==> src/rtl/game2048_pkg.sv <==
// Shared constants and encodings for the 2048 game: direction codes,
// the button-input FSM state type and the game status encoding.
package game2048_pkg;

    localparam logic [3:0] DIR_NONE   = 4'b0000;
    localparam logic [3:0] DIR_TOP    = 4'b0001;
    localparam logic [3:0] DIR_BOTTOM = 4'b0010;
    localparam logic [3:0] DIR_LEFT   = 4'b0100;
    localparam logic [3:0] DIR_RIGHT  = 4'b1000;

    typedef enum logic [1:0] {
        IDLE     = 2'b00,
        DEBOUNCE = 2'b01,
        ISSUE    = 2'b10,
        HOLD     = 2'b11
    } dir_state_t;

    typedef enum logic [1:0] {
        GS_NOT_PLAYING = 2'b00,
        GS_PLAYING     = 2'b01,
        GS_WIN         = 2'b10,
        GS_LOSE        = 2'b11
    } game_state_t;

    function automatic logic is_one_hot(input logic [3:0] v);
        return (v != 4'b0000) && ((v & (v - 4'd1)) == 4'b0000);
    endfunction

endpackage

==> src/rtl/btn_sync.sv <==
// Two-flop synchronizer for asynchronous button pins; flops reset to the
// inactive (zero) level.
module btn_sync #(
    parameter int WIDTH = 4
) (
    input  logic             clk,
    input  logic             rst,
    input  logic [WIDTH-1:0] d,
    output logic [WIDTH-1:0] q
);

    logic [WIDTH-1:0] meta;

    // NOTE: non-blocking so both stages shift on the same edge; blocking
    // assignments here would collapse the chain into a single flop.
    always_ff @(posedge clk or negedge rst) begin
        if (!rst) begin
            meta <= '0;
            q    <= '0;
        end else begin
            meta <= d;
            q    <= meta;
        end
    end

endmodule

==> src/rtl/direction_input.sv <==
// Debounced one-hot direction request from four push buttons, held until
// acknowledged. Define DIRECTION_AUTO_REPEAT_EN to re-issue a held direction.
module direction_input
    import game2048_pkg::*;
#(
    parameter int DEBOUNCE_CYCLES = 500000,
    parameter int REPEAT_CYCLES   = 12500000,
    parameter bit BTN_ACTIVE_LOW  = 1'b1
) (
    input  logic       clk,
    input  logic       rst,
    input  logic [3:0] btn_raw,
    input  logic       dir_ack,
    output logic [3:0] direction,
    output logic       multi_press
);

    localparam int CNT_MAX = (DEBOUNCE_CYCLES > REPEAT_CYCLES) ? DEBOUNCE_CYCLES
                                                               : REPEAT_CYCLES;
    localparam int CW      = $clog2(CNT_MAX + 1);

    typedef logic [CW-1:0] cnt_t;

    localparam cnt_t DEB_LAST = cnt_t'(DEBOUNCE_CYCLES - 1);
    localparam cnt_t CNT_SAT  = cnt_t'(CNT_MAX);
`ifdef DIRECTION_AUTO_REPEAT_EN
    localparam cnt_t REP_LAST = cnt_t'(REPEAT_CYCLES - 1);
`endif

    function automatic cnt_t sat_inc(input cnt_t c);
        return (c == CNT_SAT) ? c : c + cnt_t'(1);
    endfunction

    logic [3:0] btn_level;
    logic [3:0] sync;
    logic       sync_zero;

    assign btn_level = BTN_ACTIVE_LOW ? ~btn_raw : btn_raw;

    btn_sync #(.WIDTH(4)) u_sync (
        .clk (clk),
        .rst (rst),
        .d   (btn_level),
        .q   (sync)
    );

    assign sync_zero = (sync == 4'b0000);

    dir_state_t state_q, state_d;
    logic [3:0] cand_q, cand_d;
    cnt_t       cnt_q, cnt_d;
    cnt_t       run;
    logic [3:0] dir_q, dir_d;
    logic       mp_q, mp_d;
    logic       zero_q;

    always_ff @(posedge clk or negedge rst) begin
        if (!rst) begin
            state_q <= IDLE;
            cand_q  <= DIR_NONE;
            cnt_q   <= '0;
            dir_q   <= DIR_NONE;
            mp_q    <= 1'b0;
            zero_q  <= 1'b0;
        end else begin
            state_q <= state_d;
            cand_q  <= cand_d;
            cnt_q   <= cnt_d;
            dir_q   <= dir_d;
            mp_q    <= mp_d;
            zero_q  <= sync_zero;
        end
    end

    // HOLD shares one counter between the release run and the repeat run;
    // a change of category since last cycle restarts the run from zero.
    assign run = (zero_q == sync_zero) ? cnt_q : '0;

    // NOTE: every output of this block gets a default first, so no path
    // through the case can leave a variable unassigned and infer a latch.
    always_comb begin
        state_d = state_q;
        cand_d  = cand_q;
        cnt_d   = cnt_q;
        dir_d   = DIR_NONE;
        mp_d    = 1'b0;

        unique case (state_q)
            IDLE: begin
                if (!sync_zero) begin
                    cand_d  = sync;
                    cnt_d   = '0;
                    state_d = DEBOUNCE;
                end
            end

            DEBOUNCE: begin
                if (sync != cand_q) begin
                    state_d = IDLE;
                end else if (cnt_q == DEB_LAST) begin
                    cnt_d = '0;
                    if (is_one_hot(cand_q)) begin
                        dir_d   = cand_q;
                        state_d = ISSUE;
                    end else begin
                        mp_d    = 1'b1;
                        state_d = HOLD;
                    end
                end else begin
                    cnt_d = sat_inc(cnt_q);
                end
            end

            ISSUE: begin
                if (dir_ack) begin
                    state_d = HOLD;
`ifdef DIRECTION_AUTO_REPEAT_EN
                    // The ack cycle itself counts toward the next repeat.
                    cnt_d = (sync == cand_q) ? cnt_t'(1) : '0;
`else
                    cnt_d = '0;
`endif
                end else begin
                    dir_d = cand_q;
                end
            end

            HOLD: begin
                if (sync_zero) begin
                    if (run == DEB_LAST) begin
                        cnt_d   = '0;
                        state_d = IDLE;
                    end else begin
                        cnt_d = sat_inc(run);
                    end
`ifdef DIRECTION_AUTO_REPEAT_EN
                end else if ((sync == cand_q) && is_one_hot(cand_q)) begin
                    if (run == REP_LAST) begin
                        cnt_d   = '0;
                        dir_d   = cand_q;
                        state_d = ISSUE;
                    end else begin
                        cnt_d = sat_inc(run);
                    end
`endif
                end else begin
                    cnt_d = '0;
                end
            end

            default: state_d = IDLE;
        endcase
    end

    assign direction   = dir_q;
    assign multi_press = mp_q;

endmodule

==> config.mk <==
export PLATFORM = sky130hd
export DESIGN_NAME = direction_input
export DESIGN_NICKNAME = d
export VERILOG_FILES = /design/src/rtl/game2048_pkg.sv /design/src/rtl/btn_sync.sv /design/src/rtl/direction_input.sv
export SDC_FILE = /design/constraint.sdc
export NUM_CORES = 1
export LEC_CHECK = 0
export CAP_MARGIN = 5
export CORE_MARGIN = 2
export CORE_UTILIZATION = 55
export DETAILED_ROUTE_END_ITERATION = 8
export PLACE_DENSITY_LB_ADDON = 0.2
export SLEW_MARGIN = 25
export SYNTH_ARGS = -nofsm -noshare
export SYNTH_HDL_FRONTEND = slang
export SYNTH_SLANG_ARGS = --single-unit
==> constraint.sdc <==
create_clock -name clk -period 3.05 [get_ports clk]
set_input_delay 0.4575 -clock clk [delete_from_list [all_inputs] [get_ports clk]]
set_output_delay 0.4575 -clock clk [all_outputs]
set_load 0.02 [all_outputs]
==> results.yml <==
outcome:
  status: "completed"
routing:
  firstDrtPassIters: 5
  finalWirelength_um: 7760
  drc_errors: 0
  vias: 2802
  drtIter0Drc: 435
  antenna_left: 0
  vias_per_cell: 6.52
  routedWlPerCell_um: 18.0
logic_synthesis:
  syn-cell-area_um2: 2990
  synth_seq_area_share_pct: 36.8
  synth_edf_count: 0
  syn_area_per_cell_um2: 8.79
  synth-seq-cells: 44
  synthFlopType: "dfrtp_1"
  ys_async_sr_fraction_pct: 100
  syn_inst: 340
  synth_nets: 355
  yosys.cell_types.count: 64
  yosys_warnings: 0
setup_path:
  crit_arrival_ns: 3.08
  reg2reg_slack_ns: 0.16
  crit_type: "register to register"
  cp.required_ns: 3.24
  timing.rr.start: "u_sync.q[1]$_DFF_PN0_"
  r2r_cells: 13
  startpoint_type: "register"
  cp-end-kind: "register"
  worstPathMaxFanout: 6
  reg2reg_to: "cnt_q[12]$_DFFE_PN0P_"
power_and_ir_drop:
  seqPwrFrac_pct: 52.0
  p_sw_share_pct: 24.6
  p_clk_share_pct: 40.0
  p_int_mw: 0.884
  p_per_area_nw_per_um2: 345
  combPwrFrac_pct: 8.0
  leakagePower_nw: 1.39
  fin_total_pwr_mw: 1.17
  peakVddDrop_mv: 0.221
  p_sw_mw: 0.288
timing:
  setup-violations-final: 0
  tns_ns: 0
  tightest_slew_ns: 0.642
  worst_slew_margin_rel_pct: 56.8
  fmax_mhz: 346
  skew_ns: 0.0111
  fin_crit_sh_pct: 94.7
  post-route-min-period_ns: 2.89
  slew_viol_final: 0
  hold_violations: 0
cells_and_area:
  fin_cells: 430
  num-nets-final: 374
  final_layout_size_suffix_gt1_share_pct: 18.3
  areaGrowthSynthToFinish_pct: 13.6
  final_common_cell: "nand2_1"
  stdcell_area_um2: 3400
  layout_common_cells: "nand2_1 (45), dfrtp_1 (44), o21ai_0 (20), a21oi_1 (20)"
  diodes: 0
  post-route-util_pct: 65.7
floorplan:
  die_h_um: 77.7
  num_io_pins: 12
  core_um2: 5170
  start_util_pct: 57.8
  die_area_um2: 6040
  dieWidth_um: 77.7
  num_rows: 26
clock_tree:
  cts_max_level: 2
  cts_tree: "done"
  insertion_delay_ns: 0.31
  cts_buffer_depth: 2
  root_buffer: "clkbuf_8"
  ctsHoldBuffers: 0
  cts.clk_slew.worst_paths_ns: 0.09
  numClockSinks: 44
  cts_inserted_buffers: 5
grt:
  grt_pass1_vias: 2688
  grt_max_degree: 45
  grt_pass1_wl_um: 13000
  antenna_found_initial: 0
  track_usage_pct: 27.2
  grt-ovfl-total: 0
hold_path:
  hp-class: "input port to asynchronous set/reset pin"
flow_run:
  maxCapViolations: 0
placement:
  place_area_um2: 3180
  placed_cells: 417
  globalplace.congestion: 0.948
  dp_hpwl_um: 5530
  portBuffers: 11
## flip-flops by register name (all words and copies together) (netlist names), named ones only
signal and cells:
cnt_q 24, cand_q 4, direction 4, u_sync.meta 4
u_sync.q 4, multi_press 1, state_q 1, zero_q 1
## cell usage after synthesis (4+ instances only)
master / instances / area (um^2)
nand4_1: 7 / 43.8
a22oi_1: 4 / 30.0
nor2_1: 18 / 67.6
inv_1: 14 / 52.6
o21ai_0: 20 / 100
nor3_1: 11 / 55.1
nor4_1: 4 / 25.0
clkbuf_1: 7 / 26.3
a31oi_1: 4 / 25.0
dfrtp_1: 44 / 1100
ha_1: 8 / 100
a21oi_1: 20 / 100
a22o_1: 5 / 43.8
nand3_1: 20 / 100
xnor2_1: 4 / 35.0
buf_2: 4 / 20.0
and2_1: 8 / 50.1
nand2_1: 45 / 169
xor2_1: 8 / 70.1
and3_1: 11 / 68.8
## cell type report
| type | instances | area [um^2] |
|---|---|---|
| inverters | 15 | 56.3 |
| well taps | 70 | 87.6 |
| flip-flops and latches | 44 | 1100 |
| clock buffers | 5 | 68.8 |
| repair buffers | 29 | 243 |
| clock inverters | 3 | 46.3 |
| multi-input cells | 264 | 1790 |
| fillers | 416 | 1780 |
## worst max path at each step
stage / startpoint / endpoint / slack (ns)
after floorplan: u_sync.q[0]$_DFF_PN0_ / cnt_q[20]$_DFFE_PN0P_ / 0.003
after global placement: u_sync.q[0]$_DFF_PN0_ / cnt_q[20]$_DFFE_PN0P_ / 0.07
after detailed placement: u_sync.q[0]$_DFF_PN0_ / cnt_q[20]$_DFFE_PN0P_ / -0.04
after CTS: u_sync.q[0]$_DFF_PN0_ / cnt_q[12]$_DFFE_PN0P_ / 0.04
after global routing: u_sync.q[1]$_DFF_PN0_ / cnt_q[16]$_DFFE_PN0P_ / -0.02
final: u_sync.q[1]$_DFF_PN0_ / cnt_q[12]$_DFFE_PN0P_ / 0.16
## cell families (layout without fill, tap and decap cells)
logic type	after synthesis	after routing	share of synthesized area [%]
AND/OR/NAND/NOR	155	155	29.4
AO/OA/AOI/OAI	88	88	21.3
flip-flops	44	44	36.8
buffers and inverters	32	52	5.32
XOR/XNOR	12	12	3.52
adder cells (fa/ha/maj)	8	8	3.35
multiplexers	1	1	0.335
## through the flow
| step | setup WS (ns) | hold slack [ns] |
|---|---|---|
| after floorplan | 0.00343 | 0.162 |
| after global placement | 0.0717 | 0.333 |
| after detailed placement | -0.0395 | 0.335 |
| after CTS | 0.0364 | 0.335 |
| after global routing | -0.0186 | 0.175 |
| final | 0.161 | 0.130 |
## power by group through the flow
stage          registers [mW]  logic (mW)  clock network [mW]
2_1_floorplan           0.617      0.0438                   0
3_3_place_gp            0.621      0.0756                   0
3_5_place_dp            0.621      0.0810                   0
4_1_cts                 0.610      0.0819               0.474
5_1_grt                 0.612       0.108               0.494
6_report                0.609      0.0938               0.469
## critical path: stages, from the launching register on
cell and delay (ns):
dfrtp_1 0.42, or4_4 0.57, inv_2 0.09, xnor2_2 0.15, nand2_1 0.13, inv_1 0.08
ha_2 0.20, and3_4 0.22, nand4_4 0.14, and2_4 0.21, buf_4 0.17, nand2_2 0.11
o221a_1 0.21, a21oi_1 0.07
## what timing repair did
item / 4_1_cts / 5_1_grt
gates resized for setup: 3 / 12
endpoints found under the setup margin: 4 / 20
setup buffers: 0 / 5
pin swaps: 0 / 3
## layer usage
| metal | up-vias | wire [um] | track usage [%] |
|---|---|---|---|
| met5 | - | 0 | 0 |
| met4 | 0 | 295 | 14.5 |
| met3 | 48 | 747 | 3.26 |
| met2 | 163 | 3440 | 39.9 |
| met1 | 1300 | 3270 | 39.1 |
| li1 | 1291 | - | - |
No activity file was read; power rests on OpenSTA's default activity.
==> patch 1 (config.mk and constraints unchanged) <==
Reset style: synchronous (`rst`), changed in 2 clocked blocks. Comments in the files are not updated.
--- a/src/rtl/btn_sync.sv
+++ b/src/rtl/btn_sync.sv
@@ -13,7 +13,7 @@
 
     // NOTE: non-blocking so both stages shift on the same edge; blocking
     // assignments here would collapse the chain into a single flop.
-    always_ff @(posedge clk or negedge rst) begin
+    always_ff @(posedge clk) begin
         if (!rst) begin
             meta <= '0;
             q    <= '0;
--- a/src/rtl/direction_input.sv
+++ b/src/rtl/direction_input.sv
@@ -54,7 +54,7 @@
     logic       mp_q, mp_d;
     logic       zero_q;
 
-    always_ff @(posedge clk or negedge rst) begin
+    always_ff @(posedge clk) begin
         if (!rst) begin
             state_q <= IDLE;
             cand_q  <= DIR_NONE;
Formal check against the unedited RTL: no difference found for any inputs over 10 cycles, from zero or initial values and one cycle with rst low; that may be too few to reach the edited logic, so the function may still have changed.
==> patch 1 against the original RTL <==
- wire length shrank 15%
- design area decreased by 12%
- via count shrank 9.0%
- synthesized area decreased by 11%
- synthesized cell count fell by 4.4%
- setup slack better by 68 ps
- largest cell class unchanged
- sequential cell count unchanged
- fmax increased by 2.4%
- sequential share of layout area shrank 3.0 points
Power is not compared: it rests on default switching activity, and its combinational part moved more than twofold at a synthesized area within 25%.
==> patch 1: results (changes against the original RTL) <==
Cells and area
  • Layout Cells excl Fill: 400 (was 430)
  • Fraction of layout instances using a drive strength above 1: 12.1% (was 18.3%)

Global routing
  • First-pass GRT wire length: 10.8 mm (was 13.0 mm)
  • M3 GR Usage: 5.90% (was 3.26%)
  • Largest net degree at the start of global routing: 28 (was 45)
  • Aggregate global-route resource usage: 25.9% (was 27.2%)
  • Global Route met1 Usage: 39.4% (was 39.1%)
  • Vias in the first global route: 2177 (was 2688)
  • Met2 usage: 35.1% (was 39.9%)

Logic synthesis
  • Synth unique cells: 62 (was 64)
  • Mux contribution to synthesized area: 0.424% (was 0.335%)
  • Compound-Gate Fraction of Synth Area: 23.1% (was 21.3%)
  • Synth Area in Adders: 3.76% (was 3.35%)
  • Synth Area in XOR/XNOR: 2.64% (was 3.52%)
  • Synthesized area per cell: 8.18 um2 (was 8.79 um2)
  • Main synth FF type: dfxtp_1 (was dfrtp_1)
  • Largest cells by area after synthesis: dfxtp_1 (33%), nand2_1 (4.1%), ha_1 (3.8%) (was dfrtp_1 (37%), nand2_1 (5.7%), a21oi_1 (3.3%))
  • Top cells by count, synth: dfxtp_1 (44), nand2_1 (29), nor2_1 (24) (was nand2_1 (45), dfrtp_1 (44), a21oi_1 (20), nand3_1 (20), o21ai_0 (20))
  • Post-Syn Nets: 340 (was 355)
  • Asr flop ratio synth: 0% (was 100%)

Placement
  • GP Congestion: 1.04 (was 0.948)
  • DP HPWL: 4.89 mm (was 5.53 mm)

Run status
  • Outcome: completed (unchanged)

Detailed routing
  • Wire length on met2: 2.73 mm (was 3.44 mm)
  • Total number of vias: 2549 (was 2802)
  • 1st-iter DRT viols: 286 (was 435)
  • Met1 wire length: 3.23 mm (was 3.27 mm)
  • WL/cell: 16.5 um (was 18.0 um)

Setup path
  • R2r startpoint: u_sync.q[3]$_SDFF_PN0_ (was u_sync.q[1]$_DFF_PN0_)
  • Worst Reg2Reg Path Length in Cells: 11 (was 13)
  • CP max stage delay: 380 ps (was 570 ps)
  • CP Data Arrival Time: 3050 ps (was 3080 ps)
  • Slowest CP cell: nor4_2 (was or4_4)

Worst hold path
  • Worst hold path type: reg -> reg (was in -> async)

STA
  • Worst Tran Pin Value: 470 ps (was 642 ps)
  • Skew final: 11.5 ps (was 11.1 ps)

CTS
  • Post-CTS setup buffers: 0 (unchanged)
[patch 1: cell count changes in the layout (fill, tap and decap cells not counted), moves of 5 or more]
cell     before  now
nand4_1       7   12
dfxtp_1       0   44
nand2_1      45   29
a21oi_1      20    9
nor3_1       10    3
nor2b_1       1   11
nor2_1       17   24
and2_1        8   13
dfrtp_1      44    0
a21o_1        1    7
[patch 1: timing repair]
item,4_1_cts,5_1_grt
hold endpoints to repair,0,0
gates resized for setup,0,1
endpoints found under the setup margin,0,1
[patch 1: final cells by class]
type,instances,area (um2),share of cell area (%)
multi-input cells,253,1670,55.7
flip-flops and latches,44,881,29.5
repair buffers,28,238,7.95
clock buffers,8,90.1,3.01
well taps,54,67.6,2.26
inverters,13,48.8,1.63
[patch 1: worst paths after layout]
kind	slack [ps]	to
hold / removal	430	u_sync.q[1]$_SDFF_PN0_
setup / recovery	230	cnt_q[16]$_SDFFE_PN0P_
setup reg to reg	230	cnt_q[16]$_SDFFE_PN0P_
hold reg to reg	430	u_sync.q[1]$_SDFF_PN0_
==> patch 2 (same settings) <==
Without the edit above. `REPEAT_CYCLES`: 12500000 -> 6250000.
--- a/src/rtl/direction_input.sv
+++ b/src/rtl/direction_input.sv
@@ -4,7 +4,7 @@
     import game2048_pkg::*;
 #(
     parameter int DEBOUNCE_CYCLES = 500000,
-    parameter int REPEAT_CYCLES   = 12500000,
+    parameter int REPEAT_CYCLES   = 6250000,
     parameter bit BTN_ACTIVE_LOW  = 1'b1
 ) (
     input  logic       clk,
Check against the original RTL: no difference found for any inputs over 10 cycles, from zero or initial values and one cycle with rst low; that may be too few to reach the edited logic, so the function may still have changed.
==> patch 2 against the original RTL <==
- critical endpoint is now cnt_q[9]$_DFFE_PN0P_
- synthesized area shrank 6.8%
- sequential share of layout area up 0.80 points
- design area fell by 4.6%
- sequential cell count down 1
- count of clock-buffer cells in the layout up 1
- critical path depth is 3 lower
- clock skew down 4.0 ps
- hold slack worse by 7.5 ps
- setup slack got worse by 44 ps
- wire length shrank 9.1%
Power is not compared: it rests on default switching activity, and its combinational part moved more than twofold at a synthesized area within 25%.
==> patch 2: results (changes against the original RTL) <==
Placement
  • DP Area: 3030 um2 (was 3180 um2)
  • Port Buffers: 11 (unchanged)
  • DP HPWL: 5.18 mm (was 5.53 mm)
  • GP Congestion: 0.923 (was 0.948)
  • Cells after DPL: 399 (was 417)

Global routing
  • First-pass GRT wire length: 11.7 mm (was 13.0 mm)
  • Aggregate global-route resource usage: 27.5% (was 27.2%)
  • Largest net degree at the start of global routing: 44 (was 45)
  • GRT overflow: 0 (unchanged)
  • Initial antenna violation count: 0 (unchanged)
  • Vias in the first global route: 2413 (was 2688)

STA
  • Final hold slack: 123 ps (was 130 ps)
  • Skew final: 7.03 ps (was 11.1 ps)
  • Max Slew Vio Count: 0 (unchanged)
  • Setup TNS: 0 ps (unchanged)
  • Worst Tran Pin Value: 667 ps (was 642 ps)

Logic synthesis
  • Largest cells by area after synthesis: dfrtp_1 (39%), nand2_1 (3.6%), ha_1 (3.6%) (was dfrtp_1 (37%), nand2_1 (5.7%), a21oi_1 (3.3%))
  • Synth warn: 0 (unchanged)
  • Seq/Total Area, Yosys: 38.6% (was 36.8%)
  • Top cells by count, synth: dfrtp_1 (43), nand2_1 (27), nor2_1 (22) (was nand2_1 (45), dfrtp_1 (44), a21oi_1 (20), nand3_1 (20), o21ai_0 (20))
  • Post-Synthesis Cells: 317 (was 340)
  • Synth unique cells: 62 (was 64)
  • Post-Syn Nets: 332 (was 355)
  • Asr flop ratio synth: 100% (unchanged)

Setup path
  • Slowest CP cell: or4_4 (unchanged)
  • Worst R2R Setup Slack: 120 ps (was 160 ps)
  • Worst-path maximum fanout: 5 (was 6)
  • CP max stage delay: 590 ps (was 570 ps)
  • Largest delay share family, worst path: simple AND/OR/NAND/NOR gates (unchanged)
  • CP Data Arrival Time: 3130 ps (was 3080 ps)

Cells and area
  • Largest register FFs: 23 (was 24)
  • Largest Register: cnt_q (unchanged)
  • Post-route cell area: 3240 um2 (was 3400 um2)
  • Layout Cells excl Fill: 409 (was 430)
  • Fraction of layout instances using a drive strength above 1: 15.8% (was 18.3%)
  • Fill count: 397 (was 416)
  • Nets: 356 (was 374)

Run status
  • Outcome: completed (unchanged)

Pwr
  • Clock group: 477 uW
  • Leakage Power: 0.00140 uW
  • Switch Pwr: 231 uW
  • Maximum VDD drop: 0.000266 V
  • Comb pwr share: 3.0%

CTS
  • CTS H-tree lvls: 2 (unchanged)
  • Clk buf depth: 2 (unchanged)
  • Root Buffer: clkbuf_8 (unchanged)
  • Post-CTS setup buffers: 2 (was 0)
  • CTS resizes: 0 (was 3)
  • Clock input transition at the sequential cells of the worst setup and hold paths: 80 ps

Detailed routing
  • Final WL: 7.05 mm (was 7.76 mm)
  • Total number of vias: 2623 (was 2802)
  • First-pass DRT Iterations: 5 (unchanged)
  • 1st-iter DRT viols: 257 (was 435)

Worst hold path
  • Worst hold path type: in -> async (unchanged)
-- patch 2: final cells by class --
cell class | count | share of cell area [%]
Tap cell | 67 | 2.59
Inverter | 18 | 2.09
Timing Repair Buffer | 32 | 8.19
Multi-Input combinational cell | 241 | 50.2
Clock buffer | 6 | 2.55
Sequential cell | 43 | 33.2
Clock inverter | 2 | 1.20
-- patch 2: metal layers --
layer  vias to the layer above  part of all wire (%)  wire, um  track usage, %
met4                         0                   2.2       158            9.36
met5                         -                     0         0               0
met2                       119                    43      3020            40.0
met1                      1259                    45      3190            39.9
met3                        19                   9.6       676            7.23
li1                       1226                     -         -               -
-- patch 2: worst paths after layout --
check / from / endpoint / depth (start not counted)
min in group clk: u_sync.meta[0]$_DFF_PN0_ / u_sync.q[0]$_DFF_PN0_ / 0
setup / recovery: u_sync.q[0]$_DFF_PN0_ / cnt_q[9]$_DFFE_PN0P_ / 10
max in group asynchronous: rst / cnt_q[20]$_DFFE_PN0P_ / 1
hold reg to reg: u_sync.meta[0]$_DFF_PN0_ / u_sync.q[0]$_DFF_PN0_ / 0
hold / removal: rst / direction[0]$_DFF_PN0_ / 1
setup reg to reg: u_sync.q[0]$_DFF_PN0_ / cnt_q[9]$_DFFE_PN0P_ / 10
-- patch 2: kinds of logic after synthesis --
family	after synthesis	synth area share, %
muxes	4	1.53
DFF	43	38.6
adders and majority gates	8	3.59
and+or+nand+nor	137	26.5
xor gates and xnor gates	11	3.46
AOI/OAI and AO/OA	81	20.7
buffers and inverters	33	5.66
-- patch 2: metrics by stage --
stage | total power (uW) | setup slack (ps)
after CTS | 1100 | 13.8
after global placement | 622 | 102
after detailed placement | 623 | -4.82
after floorplan | 600 | 56.8
after global routing | 1120 | 4.42
final | 1090 | 117
